===== src/rtl/seq_alu.sv =====
// seq_alu: multi-cycle ALU for the EX stage.
//   Single-cycle ops (add/sub/logic/shift/rotate/lui) finish one cycle after start.
//   MULT/MULTU/DIV/DIVU iterate WIDTH cycles, then take one sign-fix cycle. The
//   result is written into HI/LO.
// Ports:
//   clk, rst_n       clock, async active-low reset
//   start, op, a, b  issue; accepted only while busy=0; operands latched at start
//   busy             op in flight (cycle after start .. done cycle inclusive)
//   done             one-cycle completion pulse
//   result           single-cycle result (held)
//   hi, lo           mul: {hi,lo}=product; div: lo=quotient, hi=remainder
//   overflow         signed ADD/SUB overflow, valid with done
//   div_zero         divide by zero, valid with done
module seq_alu #(
  parameter int WIDTH   = 32,
  parameter int SHAMT_W = 5
) (
  input  logic             clk,
  input  logic             rst_n,
  input  logic             start,
  input  logic [3:0]       op,
  input  logic [WIDTH-1:0] a,
  input  logic [WIDTH-1:0] b,
  output logic             busy,
  output logic             done,
  output logic [WIDTH-1:0] result,
  output logic [WIDTH-1:0] hi,
  output logic [WIDTH-1:0] lo,
  output logic             overflow,
  output logic             div_zero
);

  typedef enum logic [1:0] {IDLE, ITER, FIX, DONE} state_t;

  state_t               state;
  logic [1:0]           op_r;     // op[1]=divide, op[0]=unsigned
  logic [WIDTH-1:0]     a_r;      // original dividend, returned on divide by zero
  logic [WIDTH-1:0]     d_r;      // multiplicand / divisor magnitude
  logic [WIDTH:0]       acc;      // product high half / partial remainder
  logic [WIDTH-1:0]     lo_w;     // multiplier / dividend shifting into quotient
  logic [SHAMT_W-1:0]   cnt;
  logic                 neg_lo, neg_hi;

  // ---------------- single-cycle datapath ----------------
  logic [SHAMT_W-1:0]   sh, nsh;
  logic [WIDTH:0]       sum_s, dif_s;
  logic [WIDTH-1:0]     alu_res;
  logic                 alu_ovf;

  assign sh    = a[SHAMT_W-1:0];
  assign nsh   = SHAMT_W'(0) - sh;      // WIDTH-sh modulo WIDTH, for the rotate
  assign sum_s = {a[WIDTH-1], a} + {b[WIDTH-1], b};
  assign dif_s = {a[WIDTH-1], a} - {b[WIDTH-1], b};

  always_comb begin
    alu_res = '0;
    alu_ovf = 1'b0;
    case (op)
      4'b0000: alu_res = a + b;
      4'b0001: alu_res = a & b;
      4'b0010: alu_res = a ^ b;
      4'b0011: alu_res = b << sh;
      4'b0100: begin alu_res = dif_s[WIDTH-1:0]; alu_ovf = dif_s[WIDTH] ^ dif_s[WIDTH-1]; end
      4'b0101: alu_res = a | b;
      4'b0110: alu_res = {b[WIDTH/2-1:0], {(WIDTH/2){1'b0}}};
      4'b0111: alu_res = b >> sh;
      4'b1000: alu_res = a - b;
      4'b1001: begin alu_res = sum_s[WIDTH-1:0]; alu_ovf = sum_s[WIDTH] ^ sum_s[WIDTH-1]; end
      4'b1010: alu_res = (sh == '0) ? b : ((b >> sh) | (b << nsh));
      4'b1011: alu_res = $signed(b) >>> sh;
      default: alu_res = '0;
    endcase
  end

  // ---------------- mul/div operand magnitudes ----------------
  logic                 op_sgn;
  logic [WIDTH-1:0]     mag_a, mag_b;

  assign op_sgn = ~op[0];
  assign mag_a  = (op_sgn && a[WIDTH-1]) ? (WIDTH'(0) - a) : a;
  assign mag_b  = (op_sgn && b[WIDTH-1]) ? (WIDTH'(0) - b) : b;

  // ---------------- iteration steps ----------------
  // Shift-add multiply: add multiplicand when the multiplier LSB is set, then
  // shift {acc,lo_w} right. Restoring divide: shift a dividend bit into the
  // remainder, and keep the trial subtraction when it does not borrow.
  logic [WIDTH:0]       mul_sum, div_r, div_t;
  logic [2*WIDTH-1:0]   prod, prod_fix;

  assign mul_sum  = {1'b0, acc[WIDTH-1:0]} + (lo_w[0] ? {1'b0, d_r} : '0);
  assign div_r    = {acc[WIDTH-1:0], lo_w[WIDTH-1]};
  assign div_t    = div_r - {1'b0, d_r};
  assign prod     = {acc[WIDTH-1:0], lo_w};
  assign prod_fix = neg_lo ? ((2*WIDTH)'(0) - prod) : prod;

  always_ff @(posedge clk or negedge rst_n) begin
    if (!rst_n) begin
      state    <= IDLE;
      busy     <= 1'b0;
      done     <= 1'b0;
      result   <= '0;
      hi       <= '0;
      lo       <= '0;
      overflow <= 1'b0;
      div_zero <= 1'b0;
      op_r     <= '0;
      a_r      <= '0;
      d_r      <= '0;
      acc      <= '0;
      lo_w     <= '0;
      cnt      <= '0;
      neg_lo   <= 1'b0;
      neg_hi   <= 1'b0;
    end else begin
      done <= 1'b0;
      case (state)
        IDLE: if (start) begin
          busy <= 1'b1;
          if (!(op[3] && op[2])) begin
            result   <= alu_res;
            overflow <= alu_ovf;
            div_zero <= 1'b0;
            done     <= 1'b1;
            state    <= DONE;
          end else begin
            op_r   <= op[1:0];
            a_r    <= a;
            d_r    <= mag_b;
            acc    <= '0;
            lo_w   <= mag_a;
            cnt    <= '0;
            // MULT: negate the product; DIV: negate the quotient on a sign mismatch
            neg_lo <= op_sgn & (a[WIDTH-1] ^ b[WIDTH-1]);
            // remainder follows the dividend sign
            neg_hi <= op_sgn & a[WIDTH-1];
            state  <= ITER;
          end
        end
        ITER: begin
          cnt <= cnt + 1'b1;
          if (op_r[1]) begin
            if (!div_t[WIDTH]) begin
              acc  <= div_t;
              lo_w <= {lo_w[WIDTH-2:0], 1'b1};
            end else begin
              acc  <= div_r;
              lo_w <= {lo_w[WIDTH-2:0], 1'b0};
            end
          end else begin
            acc  <= {1'b0, mul_sum[WIDTH:1]};
            lo_w <= {mul_sum[0], lo_w[WIDTH-1:1]};
          end
          if (cnt == '1) state <= FIX;
        end
        FIX: begin
          overflow <= 1'b0;
          div_zero <= 1'b0;
          if (!op_r[1]) begin
            {hi, lo} <= prod_fix;
          end else if (d_r == '0) begin
            lo       <= '1;
            hi       <= a_r;
            div_zero <= 1'b1;
          end else begin
            lo <= neg_lo ? (WIDTH'(0) - lo_w) : lo_w;
            hi <= neg_hi ? (WIDTH'(0) - acc[WIDTH-1:0]) : acc[WIDTH-1:0];
          end
          done  <= 1'b1;
          state <= DONE;
        end
        DONE: begin
          busy  <= 1'b0;
          state <= IDLE;
        end
        default: state <= IDLE;
      endcase
    end
  end

endmodule


===== config.mk =====
export PLATFORM = sky130hd
export DESIGN_NAME = seq_alu
export DESIGN_NICKNAME = d
export VERILOG_FILES = /design/src/rtl/seq_alu.sv
export SDC_FILE = /design/constraint.sdc
export NUM_CORES = 2
export LEC_CHECK = 0
export CAP_MARGIN = 20
export CORE_MARGIN = 3
export CORE_UTILIZATION = 60
export CTS_CLUSTER_DIAMETER = 60
export CTS_CLUSTER_SIZE = 28
export DETAILED_ROUTE_END_ITERATION = 8
export DONT_BUFFER_PORTS = 1
export PLACE_DENSITY = 0.76
export SETUP_SLACK_MARGIN = 0.02
export SLEW_MARGIN = 15
export SYNTH_ARGS = -nofsm -noshare
export SYNTH_HDL_FRONTEND = slang
export SYNTH_SLANG_ARGS = --single-unit

===== constraint.sdc =====
create_clock -name clk -period 5.4 [get_ports clk]
set_input_delay 1.08 -clock clk [delete_from_list [all_inputs] [get_ports clk]]
set_output_delay 1.08 -clock clk [all_outputs]
set_load 0.01 [all_outputs]

==> metrics <==
outcome completed; port buffer count 0; fin util 0.648; final design instance area without fill 0.0318 sq mm; min cycle time layout ~5.0 ns; post-synthesis xor/xnor area fraction 0.0718; synth cell count leaders nor2_1, nand2_1, o21ai_0; MaxCap Viol Count 0; vias in the first global route 31520; WHS 0.196 ns; routability congestion estimate 1.10; antenna-violating nets left 0; Slew Limit Fails 0; crit end category flip-flop; DRT iter0 DRCs 5258; DIE WIDTH 229 um; met1 GRT Util 0.607; PD cells 513 mW/mm^2; Global Route met2 Usage 0.761; Synth Register Bits between 200 and 250; post-DP HPWL 105000 um; leakage power about 14 nW; most frequent cell after synthesis nor2_1; Clk Latency, worst-skew pair between 0.5 and 0.6 ns; Synth Area in Simple Gates 0.196; setup TNS 0 ns; syn nets roughly 4400; Nets 4307; share of cells above drive strength 1 0.0802; clk slew on worst S/H paths around 0.090 ns; hold bufs inserted after CTS 0; fillers 4440; largest family of logic cells by synthesized area compound AO/OA/AOI/OAI gates; Slew headroom 0.256; Setup Skew ~0.024 ns; chip height 229 um; Mapped Avg Cell Area 7.20 sq um; TritonCTS clock tree built; crit start category input port; Synth area leader dfrtp_1; Sink Count 238; Max Fclk between 150 and 200 MHz; setup violators final 0; asr flop ratio synth 1.00; RSZ-0062 raised after global routing no; final-report hold violation count 0; Overall Power 0.0163 W; full die area 0.0525 sq mm; first-pass GRT wire length 203000 um; vias per cell just over 7; Syn Inst Count a little over 4000; initial antenna violation count 3; Synth Area in Compound Gates 0.307; CTS buffer count 26; slew at the pin closest to its max-slew limit between 1 and 1.5 ns; Yosys Warn Count 0; CP Class input port to flip-flop; H-tree depth 1; CTS Root Cell clkbuf_16; final period utilization 0.927; crit path cell chain inv_1, ha_1, and3_1, nand3_1, or3_1, or3_1, nand2_1, xnor2_1, ha_1, a21o_1, a21o_1, a2111oi_0, nor3_1, a211oi_2, buf_4, o31ai_1, nand2_1, o21ai_0, xnor2_1, a221o_1, o32a_1; grt total ovfl 0; via count 34117; PostCTS Resize Cnt 0; GR peak layer met2; top_reg_cell synth dfrtp_1; Worst Path Required 5.88 ns; GRT Overall Usage 0.505; met3 usage 0.133; drt first pass iters 6; Worst Hold Class input port to asynchronous set/reset pin; FP Rows 81; DRT Wirelength 139000 um; io pins 171; Seq/Total Area, Yosys 0.199; Layout area overhead 6.47%; Core ar. 0.0491 sq mm; CP max stage cell o31ai_1; post-synthesis cell area 0.0299 sq mm; drt wl/cell about 30 um; critical path arrival 5.48 ns; Residual DRC 0; Post-CTS Setup Bufs 0; cell types occupying the most area after synthesis dfrtp_1, ha_1, o21ai_0; Initial Util 0.609; Crit Path Max Fanout 11; biggest cell delay along the critical path 0.54 ns; largest net degree at the start of global routing 239; Post-DP Area 0.0308 sq mm; Netlist cell types 90; r2r setup slk 0.89 ns; mux cell area share after synthesis 0.0738; post-synth top area share 0.199; EDFF count, synth 0; adder-cell area share of the yosys netlist 0.0875; CTS max path bufs 3; Worst IR Drop VDD 0.311 mV
==> where the power goes <==
part	internal (W)	switching, W	total [W]
Sequential	0.00262	0.00132	0.00394
Combinational	0.00410	0.00625	0.0103
Clock	0.00101	0.00101	0.00202
Total	0.00773	0.00857	0.0163
==> layout by cell type, fill, tap and decap left out, types with 15 or more instances in the layout <==
cell,n
nor2_1,478
nand2_1,468
o21ai_0,458
a21oi_1,362
dfrtp_1,237
ha_1,200
xnor2_1,187
buf_4,166
inv_1,163
mux2i_1,136
a21o_1,79
nor3_1,74
a211oi_1,68
o211ai_1,60
nand3_1,59
xor2_1,54
a31oi_1,51
a221oi_1,39
nand2b_1,37
nor4_1,34
a22oi_1,32
nor2b_1,28
o22a_1,28
clkbuf_16,27
or3_1,26
mux4_2,26
o21a_1,25
nand4_1,23
mux2_2,23
o221ai_1,23
o21bai_1,23
o31ai_1,23
and2_1,21
a211o_1,21
and3_1,18
o22ai_1,17
a221o_1,15
==> cells by family (layout without fill, tap and decap cells) <==
family / count (synthesis) / count (layout)
adders and majority gates: 206 / 206
DFF: 238 / 238
AOI/OAI and AO/OA: 1454 / 1454
buffers and inverters: 495 / 395
xor gates and xnor gates: 245 / 245
muxes: 185 / 185
other: 0 / 1
and+or+nand+nor: 1327 / 1327
==> cell type report <==
type	count	area, sq um	area share
multi-input combinational	3417	22100	0.694
sequential	238	5960	0.187
timing repair buffer	169	1290	0.0404
tap	664	831	0.0261
clock buffer	28	679	0.0214
inverter	178	668	0.0210
clock inverter	20	293	0.00920
antenna	1	2.50	0.0000787
==> critical path: cells and delay by family <==
kind / cells / cell delay, ns
AOI/OAI and AO/OA: 8 / 1.87
and+or+nand+nor: 7 / 1.64
adders and majority gates: 2 / 0.47
buffers and inverters: 2 / 0.23
xor gates and xnor gates: 2 / 0.17
==> routing by layer <==
| metal | wire length, um | up-vias | share of wire |
|---|---|---|---|
| met5 | 27 | - | 0.00019 |
| met4 | 15000 | 4 | 0.11 |
| met3 | 18300 | 830 | 0.13 |
| met2 | 58100 | 2778 | 0.42 |
| met1 | 47700 | 15755 | 0.34 |
| li1 | - | 14750 | - |
==> sequential cells by signal (all words and copies together) (netlist names), 2 cells and up <==
| name | cells |
|---|---|
| result | 32 |
| d_r | 32 |
| acc | 32 |
| state | 2 |
| hi | 32 |
| a_r | 32 |
| cnt | 5 |
| lo | 32 |
| lo_w | 32 |
==> final timing paths <==
check | start | to | depth (start not counted)
setup / recovery | b[0] | result[29]$_DFFE_PN0P_ | 21
hold / removal | rst_n | acc[11]$_DFFE_PN0P_ | 0
max in group asynchronous | rst_n | overflow$_DFFE_PN0P_ | 0
setup reg to reg | lo_w[31]$_DFFE_PN0P_ | acc[4]$_DFFE_PN0P_ | 16
hold reg to reg | a_r[26]$_DFFE_PN0P_ | a_r[26]$_DFFE_PN0P_ | 2
min in group clk | a_r[26]$_DFFE_PN0P_ | a_r[26]$_DFFE_PN0P_ | 2
==> per-stage QoR <==
step / setup slack [ns] / cells
finish: 0.396 / 4715
global route: 0.227 / 4714
CTS: 0.565 / 4712
detailed placement: 0.000859 / 4664
global placement: 0.0230 / 4664
floorplan: 0.0392 / 4150
(Power assumes the default switching activity.)
